$ cat src/rtl/clock_divider_prog.sv
// Run-time programmable integer clock divider: produces a divided clock-like
// output and a one-cycle enable strobe per period, with glitch-free ratio reload.
module clock_divider_prog #(
  parameter int CNT_W       = 8,
  parameter int DEFAULT_DIV = 8
) (
  input  logic             rst,
  input  logic             clk_high,
  input  logic             run,
  input  logic [CNT_W-1:0] div_num,
  input  logic             div_load,
  output logic             clk_low,
  output logic             enable,
  output logic             cfg_pending,
  output logic             active
);

  typedef enum logic [1:0] {
    IDLE     = 2'd0,
    RUN      = 2'd1,
    STOPPING = 2'd2
  } state_t;

  localparam logic [CNT_W-1:0] DIV_RST = CNT_W'(DEFAULT_DIV);
  localparam logic [CNT_W-1:0] DIV_MIN = CNT_W'(2);
  localparam logic [CNT_W-1:0] ONE     = CNT_W'(1);

  state_t           state, state_nxt;
  logic [CNT_W-1:0] cnt, cnt_nxt;
  logic [CNT_W-1:0] div_act, div_act_nxt;
  logic [CNT_W-1:0] div_shd, div_shd_nxt;
  logic             pend_nxt;
  logic             clk_low_nxt;
  logic             enable_nxt;
  logic [CNT_W-1:0] div_req;
  logic             wrap;

  // Ratios below 2 cannot form a high and a low phase, so they run as 2.
  assign div_req = (div_num < DIV_MIN) ? DIV_MIN : div_num;
  assign wrap    = (state != IDLE) && (cnt == div_act - ONE);
  assign active  = (state != IDLE);

  always_comb begin
    // NOTE: every signal gets a default before any branch so no latch is inferred.
    state_nxt   = state;
    cnt_nxt     = cnt;
    div_act_nxt = div_act;
    div_shd_nxt = div_shd;
    pend_nxt    = cfg_pending;

    unique case (state)
      IDLE: begin
        if (run) state_nxt = RUN;
      end
      RUN: begin
        if (!run) state_nxt = STOPPING;
      end
      STOPPING: begin
        if (run)       state_nxt = RUN;
        else if (wrap) state_nxt = IDLE;
      end
      default: state_nxt = IDLE;
    endcase

    if (state == IDLE) begin
      cnt_nxt = '0;
      if (div_load) div_act_nxt = div_req;
    end else if (wrap) begin
      // Period boundary: a load on this very edge overrides any shadowed ratio.
      cnt_nxt  = '0;
      pend_nxt = 1'b0;
      if (div_load)         div_act_nxt = div_req;
      else if (cfg_pending) div_act_nxt = div_shd;
    end else begin
      cnt_nxt = cnt + ONE;
      if (div_load) begin
        div_shd_nxt = div_req;
        pend_nxt    = 1'b1;
      end
    end

    // Outputs look ahead at next-state values so they can be registered
    // without lagging the counter by a cycle.
    clk_low_nxt = (state_nxt != IDLE) && (cnt_nxt < (div_act_nxt >> 1));
    enable_nxt  = (state_nxt != IDLE) && (cnt_nxt == div_act_nxt - ONE);
  end

  always_ff @(posedge clk_high or negedge rst) begin
    if (!rst) begin
      state       <= IDLE;
      cnt         <= '0;
      div_act     <= DIV_RST;
      div_shd     <= '0;
      cfg_pending <= 1'b0;
      clk_low     <= 1'b0;
      enable      <= 1'b0;
    end else begin
      // NOTE: sequential state uses non-blocking assignments so every register
      // samples the pre-edge values, independent of statement order.
      state       <= state_nxt;
      cnt         <= cnt_nxt;
      div_act     <= div_act_nxt;
      div_shd     <= div_shd_nxt;
      cfg_pending <= pend_nxt;
      clk_low     <= clk_low_nxt;
      enable      <= enable_nxt;
    end
  end

endmodule

$ cat config.mk
export PLATFORM = sky130hd
export DESIGN_NAME = clock_divider_prog
export DESIGN_NICKNAME = d
export VERILOG_FILES = /design/src/rtl/clock_divider_prog.sv
export SDC_FILE = /design/constraint.sdc
export NUM_CORES = 1
export LEC_CHECK = 0
export CORE_AREA = 5 5 64 81
export CTS_CLUSTER_DIAMETER = 40
export DETAILED_ROUTE_END_ITERATION = 10
export DIE_AREA = 0 0 69 86
export GPL_TIMING_DRIVEN = 0
export MAX_ROUTING_LAYER = met4
export PLACE_DENSITY = 0.83
export SLEW_MARGIN = 20
export SYNTH_ARGS = -nofsm -noshare
export SYNTH_HDL_FRONTEND = slang
export SYNTH_SLANG_ARGS = --single-unit
export TNS_END_PERCENT = 100
$ cat constraint.sdc
create_clock -name clk_high -period 3.7 [get_ports clk_high]
set_input_delay 0.37 -clock clk_high [delete_from_list [all_inputs] [get_ports clk_high]]
set_output_delay 0.37 -clock clk_high [all_outputs]
set_load 0.01 [all_outputs]
==> metrics.cfg, run 1 <==
[final_layout]
multiInputGateArea_mm2 = 0.00155
finish.net_count = 313
seq_area_um2 = 734
area_growth_pct = 29.6
drive_gt1_share_pct = 29.7
fillerInstances = 340
final_cells = 351
diodes = 0

[worst_setup_path]
r2r_cells = 9
timing.rr.end = enable
crit_arrival_ns = 3.97
r2r_slack_ns = -0.08
critPathKind = register to register
worst_ep_required_time_ns = 3.88
worstReg2RegStart = cnt[7]
cp-end-kind = register
cp_max_fo = 6
cp-start-kind = register

[routing]
dr.pass1.iters = 5
drcViolationCount = 0
routedWlPerCell_um = 18.4
drtAntennaViolNets = 0
vias = 2156
drt_iter0_drc = 154
via_per_inst = 6.14
routed_wl_um = 6450

[global_routing]
grt-busiest-layer = met2
grt_max_degree = 30
grt_pass1_wl_um = 10200
grt-ovfl-total = 0
gr-usage-met2_pct = 37.2
globalRouteTotalUtil_pct = 22.3
grt_antenna_before_repair = 0
use_met1_pct = 24.7
grt_pass1_vias = 2151
grt_use_met3_pct = 3.05

[placement]
hpwl_um = 4320
dp_cells = 324
gp_congestion = 0.943
io_buffers = 15

[clocking]
worst_skew_pair.late_latency_ns = 0.29
htreeDepth = 2
cts_hold_buffers = 0
cts_buffers = 5
cts_tree = built
cts_buffer_depth = 2
clk_pin_slew_ns = 0.06
cts_root_buffer = clkbuf_8
cts.sink_count = 29

[floorplan]
start_util_pct = 51.2
dieArea_mm2 = 0.00593
io_pins = 16
die_w_um = 69
fp.dieH_um = 86
rows = 27
core_region_area_mm2 = 0.00432

[logic_synthesis]
yosys_warnings = 0
synthArstFlopShare_pct = 100
syn_nets = 272
ys_seq_area_share_pct = 32.8
synth-seq-cells = 29
synth-edff-count = 0
syn_inst = 251
syn_area_per_cell_um2 = 8.82
yosys.cell_types.count = 58
synth_flop_cell = dfrtp_1
synthesis.area_mm2 = 0.00221

[status]
violations = negative setup slack
outcome = finished with violations

[pwr]
leakage_uw = 0.00116
ir_drop_uv = 344
power.density_mw_per_mm2 = 472

[timing]
hold_ws_ns = 0.111
skew_ns = 0.00396
setup_ws_ns = -0.0842
clock.fmax_mhz = 264
hold_viol = 0
period_share_pct = 102
slew_headroom_pct = 55.7
report.final.slew_viol_count = 0
setup_viol = 1
period_minus_slack_ns = 3.78
worst_pin_slew_ns = 0.665
fin_setup_tns_ns = -0.0842
rsz0062_at_grt = yes

[job]
max_cap_violations = 0

[worst_hold_path]
hold_class = primary input to asynchronous set/reset pin

## metal layers
metal | wire (um) | up-vias
li1 | - | 992
met1 | 2480 | 1054
met2 | 3380 | 86
met3 | 317 | 24
met4 | 272 | 0
met5 | 0 | -
## worst max-delay path by stage
stage | start | cells after the start | slack, ns | to
6_report | cnt[7] | 9 | -0.08 | enable
5_1_grt | div_act[0] | 10 | -0.15 | enable
4_1_cts | div_act[4] | 10 | -0.006 | enable
3_5_place_dp | div_act[0] | 15 | -0.77 | enable
3_3_place_gp | div_act[0] | 14 | -0.59 | enable
2_1_floorplan | div_act[0] | 14 | 0.05 | enable
## power by group
group          internal, uW  switching, uW  leakage, uW
clock network           130            124    0.0000450
registers               382           86.4     0.000344
logic                   286            346     0.000776
total                   798            556      0.00116
## cells by family after synthesis
kind of cell	Yosys count	synth area share (%)
muxes	11	5.43
xor gates and xnor gates	22	8.71
AOI/OAI and AO/OA	56	20.0
and+or+nand+nor	95	22.4
buffers and inverters	29	5.54
DFF	29	32.8
adders and majority gates	9	5.09
## synth_stat cells (2+ instances only)
cell       count  share of area, %
dfrtp_1       28                32
nor2_1        28               4.7
nand2_1       20               3.4
xnor2_1       15               5.9
inv_1         14               2.4
a21oi_1       12               2.7
ha_1           9               5.1
clkbuf_1       8               1.4
mux2_2         8               4.1
o21ai_0        8               1.8
xor2_1         7               2.8
nand3_1        6               1.4
nor2b_1        6               1.7
nor3_1         6               1.4
nor4_1         4               1.1
a211oi_1       3               1.0
a31oi_1        3              0.85
and2_1         3              0.85
inv_2          3              0.51
mux2i_1        3               1.4
nand2b_1       3              0.85
nand4_1        3              0.85
nand4b_1       3               1.2
o211ai_1       3               1.0
o221ai_1       3               1.2
or4_4          3               1.5
a221o_1        2              0.90
and3_1         2              0.57
buf_2          2              0.45
nor3b_1        2              0.68
o2111ai_1      2              0.79
o21a_1         2              0.68
o31ai_1        2              0.68
## sequential cells by signal (all words and copies together), names as in the netlist
signal,count
cnt,8
div_shd,8
clk_low,1
state,2
div_act,8
enable,1
cfg_pending,1
## what timing repair did
item | CTS | global route
resized for setup | 27 | 14
setup buffers | 20 | 4
pin swaps | 15 | 4
endpoints found under the setup margin | 2 | 2
## per-stage QoR
stage / instance area, um^2 / utilization (%) / total power (uW) / setup WS, ns
floorplan: 2210 / - / 814 / 0.0484
global placement: 2440 / 56.4 / 943 / -0.587
detailed placement: 2430 / 56.3 / 958 / -0.766
CTS: 2780 / 64.4 / 1300 / -0.00628
global route: 2870 / 66.3 / 1440 / -0.153
finish: 2870 / 66.3 / 1350 / -0.0842
## cell usage in the layout, fill, tap and decap left out, types with 3 or more instances in the layout
cell             count
nand4b_1             3
nor3_1               6
nand2_1             20
o221ai_2             3
nor2_1              27
xnor2_1             14
mux2i_1              3
dfrtp_2              6
o211ai_1             3
a21oi_1             10
xor2_1               7
buf_4               24
a2111oi_4            3
clkbuf_1             4
inv_1               13
a31oi_1              3
ha_1                 7
clkdlybuf4s50_1     14
a21oi_2              3
and2_1               3
nand3_1              6
nand4_1              3
clkbuf_8             5
inv_2                4
dfrtp_1             22
nor2b_1              6
mux2_2               8
o21ai_0              6
or4_4                4
nand2b_1             3
## worst max-delay path: stages (launching register included)
cell	delay, ns
dfrtp_1	0.46
xnor2_4	0.19
or4_4	0.50
a2111o_2	0.52
buf_6	0.15
a211o_1	0.35
o2bb2ai_4	0.15
or4_4	0.56
or4_4	0.44
a2111oi_4	0.34
## final cells by class
class | count | area share (%)
repair buffers | 39 | 11.3
plain buffers | 7 | 1.53
well taps | 58 | 2.53
clock buffers | 6 | 2.53
clock inverters | 2 | 0.349
flip-flops and latches | 29 | 25.6
multi-input cells | 193 | 53.9
inverters | 17 | 2.22
(Power assumes the default switching activity.)
==> run 2: changes to the inputs <==
SLEW_MARGIN = not set   (was 20)
==> run 2 against run 1 <==
  * The run still ends with negative setup slack left
  * Register-to-register slack improved by 0.04 ns
  * Global-route usage increased by 0.49 points
  * Wire length decreased by 0.78%
  * Largest cell class unchanged
  * Largest power group unchanged
==> metrics.cfg, run 2 (synthesis results as in run 1) <==
[status]
outcome = finished with violations  ; unchanged
violations = negative setup slack  ; unchanged

[timing]
period_minus_slack_ns = 3.75  ; was 3.78 ns
hold_viol = 0  ; unchanged
period_share_pct = 101  ; was 102%
setup_ws_ns = -0.0486  ; was -0.0842 ns
rsz0062_at_grt = yes  ; unchanged
setup_viol = 1  ; unchanged
skew_ns = 0.0120  ; was 0.00396 ns
report.final.slew_viol_count = 0  ; unchanged
clock.fmax_mhz = 267  ; was 264 MHz
slew_headroom_pct = 56.3  ; was 55.7%
worst_pin_slew_ns = 0.655  ; was 0.665 ns
fin_setup_tns_ns = -0.0486  ; was -0.0842 ns

[final_layout]
area_growth_pct = 27.3  ; was 29.6%
final_cell_mix = 28 x nor2_1, 24 x dfrtp_1, 20 x nand2_1, 18 x buf_4  ; was 27 x nor2_1, 24 x buf_4, 22 x dfrtp_1, 20 x nand2_1
design_area_mm2 = 0.00282  ; was 0.00287 mm^2
finish.net_count = 308  ; was 313
layout_commonest_cell = nor2_1  ; unchanged
drive_gt1_share_pct = 26.0  ; was 29.7%
final_cells = 346  ; was 351
diodes = 0  ; unchanged
largest_registers = cnt: 8 flops, div_act: 8 flops, div_shd: 8 flops  ; unchanged

[worst_setup_path]
critPathKind = register to register  ; unchanged
crit_arrival_ns = 3.93  ; was 3.97 ns
cp_max_fo = 6  ; unchanged
r2r_slack_ns = -0.05  ; was -0.08 ns
cp-start-kind = register  ; unchanged
cp-end-kind = register  ; unchanged
worst_ep_required_time_ns = 3.88  ; about the same

[floorplan]
die_w_um = 69  ; unchanged
core_region_area_mm2 = 0.00432  ; unchanged
fp.dieH_um = 86  ; unchanged
rows = 27  ; unchanged
io_pins = 16  ; unchanged
dieArea_mm2 = 0.00593  ; unchanged
start_util_pct = 51.2  ; unchanged

[clocking]
cts_hold_buffers = 0  ; unchanged
cts_root_buffer = clkbuf_8  ; unchanged
cts.sink_count = 29  ; unchanged
clk_pin_slew_ns = 0.06  ; about the same
cts_tree = built  ; unchanged
cts_buffers = 5  ; unchanged
htreeDepth = 2  ; unchanged
cts_buffer_depth = 2  ; unchanged
worst_skew_pair.late_latency_ns = 0.28  ; was 0.29 ns

[routing]
drcViolationCount = 0  ; unchanged
routed_wl_um = 6400  ; was 6450 um
drt_iter0_drc = 184  ; was 154
drtAntennaViolNets = 0  ; unchanged
vias = 2164  ; was 2156
via_per_inst = 6.25  ; was 6.14
dr.pass1.iters = 5  ; unchanged
routedWlPerCell_um = 18.5  ; was 18.4 um

[global_routing]
use_met1_pct = 25.5  ; was 24.7%
grt_pass1_vias = 2146  ; was 2151
grt_antenna_before_repair = 0  ; unchanged
grt_use_met3_pct = 4.22  ; was 3.05%
grt-busiest-layer = met2  ; unchanged
grt_max_degree = 30  ; unchanged
globalRouteTotalUtil_pct = 22.8  ; was 22.3%
gr-usage-met2_pct = 37.4  ; was 37.2%
grt_pass1_wl_um = 10600  ; was 10200 um
grt-ovfl-total = 0  ; unchanged

[pwr]
leakage_uw = 0.00114  ; was 0.00116 uW
power.total_uw = 1340  ; was 1350 uW
ir_drop_uv = 307  ; was 344 uV
power.density_mw_per_mm2 = 477  ; was 472 mW/mm^2

[placement]
placedInstanceArea_mm2 = 0.00244  ; was 0.00243 mm^2
hpwl_um = 4290  ; was 4320 um
dp_cells = 324  ; unchanged
gp_congestion = 0.943  ; unchanged
io_buffers = 15  ; unchanged

[worst_hold_path]
hold_class = primary input to asynchronous set/reset pin  ; unchanged

[job]
max_cap_violations = 0  ; unchanged

==> run 2: cell types whose count changed in the layout (fill, tap and decap cells not counted), moves of 2 or more <==
cell      change
buf_4         -6
dfrtp_1       +2
clkbuf_1      +2
dfrtp_2       -2
clkinv_2      -2
==> run 2: final timing paths <==
| kind | from | end | depth (start not counted) |
|---|---|---|---|
| setup / recovery | div_act[1] | enable | 14 |
| hold / removal | rst | div_act[6] | 1 |
| setup reg to reg | div_act[1] | enable | 14 |
| hold reg to reg | div_shd[3] | div_shd[3] | 1 |
| max in group asynchronous | rst | div_act[1] | 1 |
| min in group clk_high | div_shd[3] | div_shd[3] | 1 |
==> run 2: cell type report <==
cell class,instances,area (um^2)
repair buffers,33,280
well taps,58,72.6
clock buffers,8,90.1
plain buffers,8,47.5
multi-input cells,193,1530
flip-flops and latches,29,732
fillers,346,1510
inverters,17,66.3
==> run 2: repair_timing <==
action,in CTS,in global routing
setup buffers,14,4
setup endpoints to repair,2,2
pin swaps,11,3
resized for setup,22,15
==> run 2: per-stage QoR <==
step	utilization (%)	hold WS, ns	worst slack [ns]
floorplan	-	0.0744	0.0484
CTS	63.2	0.514	0.0490
finish	65.2	0.111	-0.0486
detailed placement	56.4	0.498	-0.715
global placement	56.4	0.492	-0.587
global route	65.2	0.167	-0.149
==> run 2: where the power goes <==
group          internal [uW]  total [uW]  switching (uW)
combinational            268         609             341
clock                    151         270             118
sequential               380         465            84.9
total                    799        1340             544
==> run 2: worst max-delay path, stage by stage, from the launching register on <==
cell	delay, ns
dfrtp_2	0.46
inv_4	0.10
ha_4	0.13
nor3b_4	0.21
a21oi_1	0.09
nand4b_1	0.25
a2111oi_4	0.44
buf_6	0.19
o2111ai_4	0.14
o221ai_2	0.14
buf_4	0.18
inv_2	0.04
or4_4	0.55
or4_4	0.44
a2111oi_4	0.28
==> run 2: layer usage <==
metal,wire [um],share of wire (%)
met1,2530,40
met2,3180,50
met3,294,4.6
met4,392,6.1
met5,0,0
==> run 3: changes to the inputs <==
RECOVER_POWER = 50   (was not set)
SETUP_SLACK_MARGIN = 0.02   (was not set)
==> run 3 against run 2 <==
  * Maximum frequency fell by 1.3%
  * The run ends with max-capacitance violations, max-slew violations, negative setup slack left
  * Utilization rose by 2.5 points
  * Flip-flop and latch count unchanged
  * Critical path depth is 4 higher
  * Critical path type unchanged
  * Combinational power increased by 6.1%
  * Non-clock buffer count up 9
  * Final area up 3.9%
  * Setup slack got worse by 0.051 ns
  * First-iteration DRC count is 2.7% higher
  * Clock skew decreased by 0.0018 ns
==> metrics.cfg, run 3 (synthesis results as in run 1) <==
[pwr]
leakage_uw = 0.00119  ; was 0.00114 uW
power.density_mw_per_mm2 = 472  ; was 477 mW/mm^2
power.total_uw = 1380  ; was 1340 uW
ir_drop_uv = 308  ; was 307 uV

[routing]
dr.pass1.iters = 4  ; was 5
vias = 2245  ; was 2164
drtAntennaViolNets = 0  ; unchanged
routedWlPerCell_um = 19.0  ; was 18.5 um
drcViolationCount = 0  ; unchanged
via_per_inst = 6.32  ; was 6.25
drt_iter0_drc = 189  ; was 184
routed_wl_um = 6740  ; was 6400 um

[floorplan]
core_region_area_mm2 = 0.00432  ; unchanged
fp.dieH_um = 86  ; unchanged
die_w_um = 69  ; unchanged
rows = 27  ; unchanged
dieArea_mm2 = 0.00593  ; unchanged
start_util_pct = 51.2  ; unchanged
io_pins = 16  ; unchanged

[timing]
slew_headroom_pct = -4.06  ; was 56.3%
setup_ws_ns = -0.0994  ; was -0.0486 ns
hold_viol = 0  ; unchanged
period_share_pct = 103  ; was 101%
hold_ws_ns = 0.461  ; was 0.111 ns
rsz0062_at_grt = yes  ; unchanged
clock.fmax_mhz = 263  ; was 267 MHz
worst_pin_slew_ns = 1.56  ; was 0.655 ns
period_minus_slack_ns = 3.80  ; was 3.75 ns
setup_viol = 1  ; unchanged
report.final.slew_viol_count = 30  ; was 0
skew_ns = 0.0102  ; was 0.0120 ns

[global_routing]
grt_pass1_vias = 2129  ; was 2146
grt_pass1_wl_um = 10300  ; was 10600 um
globalRouteTotalUtil_pct = 22.3  ; was 22.8%
grt_antenna_before_repair = 0  ; unchanged
grt_max_degree = 30  ; unchanged
grt-ovfl-total = 0  ; unchanged

[final_layout]
area_growth_pct = 32.3  ; was 27.3%
layout_commonest_cell = nor2_1  ; unchanged
diodes = 0  ; unchanged
finish.net_count = 317  ; was 308
fin_util_pct = 67.7  ; was 65.2%
seq_area_um2 = 733  ; was 732 um^2
multiInputGateArea_mm2 = 0.00157  ; was 0.00153 mm^2
largest_registers = cnt: 8 flops, div_act: 8 flops, div_shd: 8 flops  ; unchanged
fillerInstances = 329  ; was 346
drive_gt1_share_pct = 30.6  ; was 26.0%
final_cells = 355  ; was 346
final_cell_mix = 26 x nor2_1, 25 x buf_4, 23 x dfrtp_1, 19 x nand2_1, 14 x clkdlybuf4s50_1  ; was 28 x nor2_1, 24 x dfrtp_1, 20 x nand2_1, 18 x buf_4

[worst_setup_path]
critPathTopFamily = compound AO/OA/AOI/OAI gates  ; was simple AND/OR/NAND/NOR gates
crit_arrival_ns = 3.98  ; was 3.93 ns
r2r_slack_ns = -0.1  ; was -0.05 ns
critPathKind = register to register  ; unchanged
crit_chain = inv_2 > ha_4 > nor3b_4 > a21oi_1 > nand4b_1 > buf_4 > a2111oi_4 > buf_6 > o2111ai_2 > o221ai_2 > ha_2 > inv_2 > a2111oi_4 > buf_4 > nand2_1 > xnor2_1 > a211oi_2 > a2111oi_4  ; was inv_4 > ha_4 > nor3b_4 > a21oi_1 > nand4b_1 > a2111oi_4 > buf_6 > o2111ai_4 > o221ai_2 > buf_4 > inv_2 > or4_4 > or4_4 > a2111oi_4
cp_max_fo = 6  ; unchanged
crit_buf_inv = 5  ; was 4
cp_slowest_stage_delay_ns = 0.45  ; was 0.55 ns
worst_ep_required_time_ns = 3.88  ; about the same
cp-end-kind = register  ; unchanged
cp-start-kind = register  ; unchanged
timing.rr.end = enable  ; unchanged
crit_path_top_delay_cell = dfrtp_2  ; was or4_4
worstReg2RegStart = div_act[1]  ; unchanged
path_common_cell = a2111oi_4
r2r_cells = 18  ; was 14

[placement]
dp_cells = 324  ; unchanged
hpwl_um = 4290  ; unchanged
io_buffers = 15  ; unchanged
gp_congestion = 0.943  ; unchanged
post-place-ws_ns = -0.715  ; unchanged

[status]
violations = max-capacitance violations, max-slew violations, negative setup slack  ; was negative setup slack
outcome = finished with violations  ; unchanged

[clocking]
worst_skew_pair.late_latency_ns = 0.28  ; about the same
cts_tree = built  ; unchanged
clk_pin_slew_ns = 0.06  ; about the same
htreeDepth = 2  ; unchanged
cts_buffer_depth = 2  ; unchanged
cts_root_buffer = clkbuf_8  ; unchanged
cts_buffers = 5  ; unchanged
cts.sink_count = 29  ; unchanged
cts_hold_buffers = 0  ; unchanged

[worst_hold_path]
hold_class = primary input to asynchronous set/reset pin  ; unchanged

[job]
max_cap_violations = 1  ; was 0

[run 3: timing repair]
item	4_1_cts	5_1_grt
gates resized for setup	24	24
setup endpoints to repair	2	2
buffers inserted	16	10
pin swaps	9	4
[run 3: metal layers]
layer | vias up | track usage, % | routed length [um]
met5 | - | - | 0
met1 | 1086 | 24.9 | 2540
li1 | 1002 | - | -
met3 | 39 | 3.63 | 357
met4 | 0 | 12.6 | 400
met2 | 118 | 37.9 | 3450
[run 3: power breakdown]
part / leakage (uW) / internal [uW] / total (uW) / switching [uW]
Clock: 0.0000455 / 151 / 269 / 117
Combinational: 0.000798 / 286 / 646 / 360
Sequential: 0.000344 / 381 / 468 / 87.1
[run 3: per-stage QoR]
step	instance area, um^2	TNS, ns
after floorplan	2210	0
after global placement	2440	-0.709
after detailed placement	2440	-0.827
after CTS	2760	-0.00639
after global routing	2930	-0.225
final	2930	-0.0994
[run 3: cell type report]
class                           count  area share (%)
Sequential cell                    29            25.0
Clock buffer                        8            3.08
Tap cell                           58            2.48
Multi-Input combinational cell    193            53.5
Inverter                           17            2.18
Buffer                              9            2.01
Timing Repair Buffer               41            11.7
[run 3: worst max path at each step]
stage | start | endpoint | slack [ns] | depth (start not counted)
2_1_floorplan | div_act[0] | enable | 0.05 | 14
3_3_place_gp | div_act[0] | enable | -0.59 | 14
3_5_place_dp | div_act[0] | enable | -0.72 | 15
4_1_cts | div_act[4] | enable | -0.006 | 15
5_1_grt | div_act[0] | enable | -0.23 | 18
6_report | div_act[1] | enable | -0.1 | 18
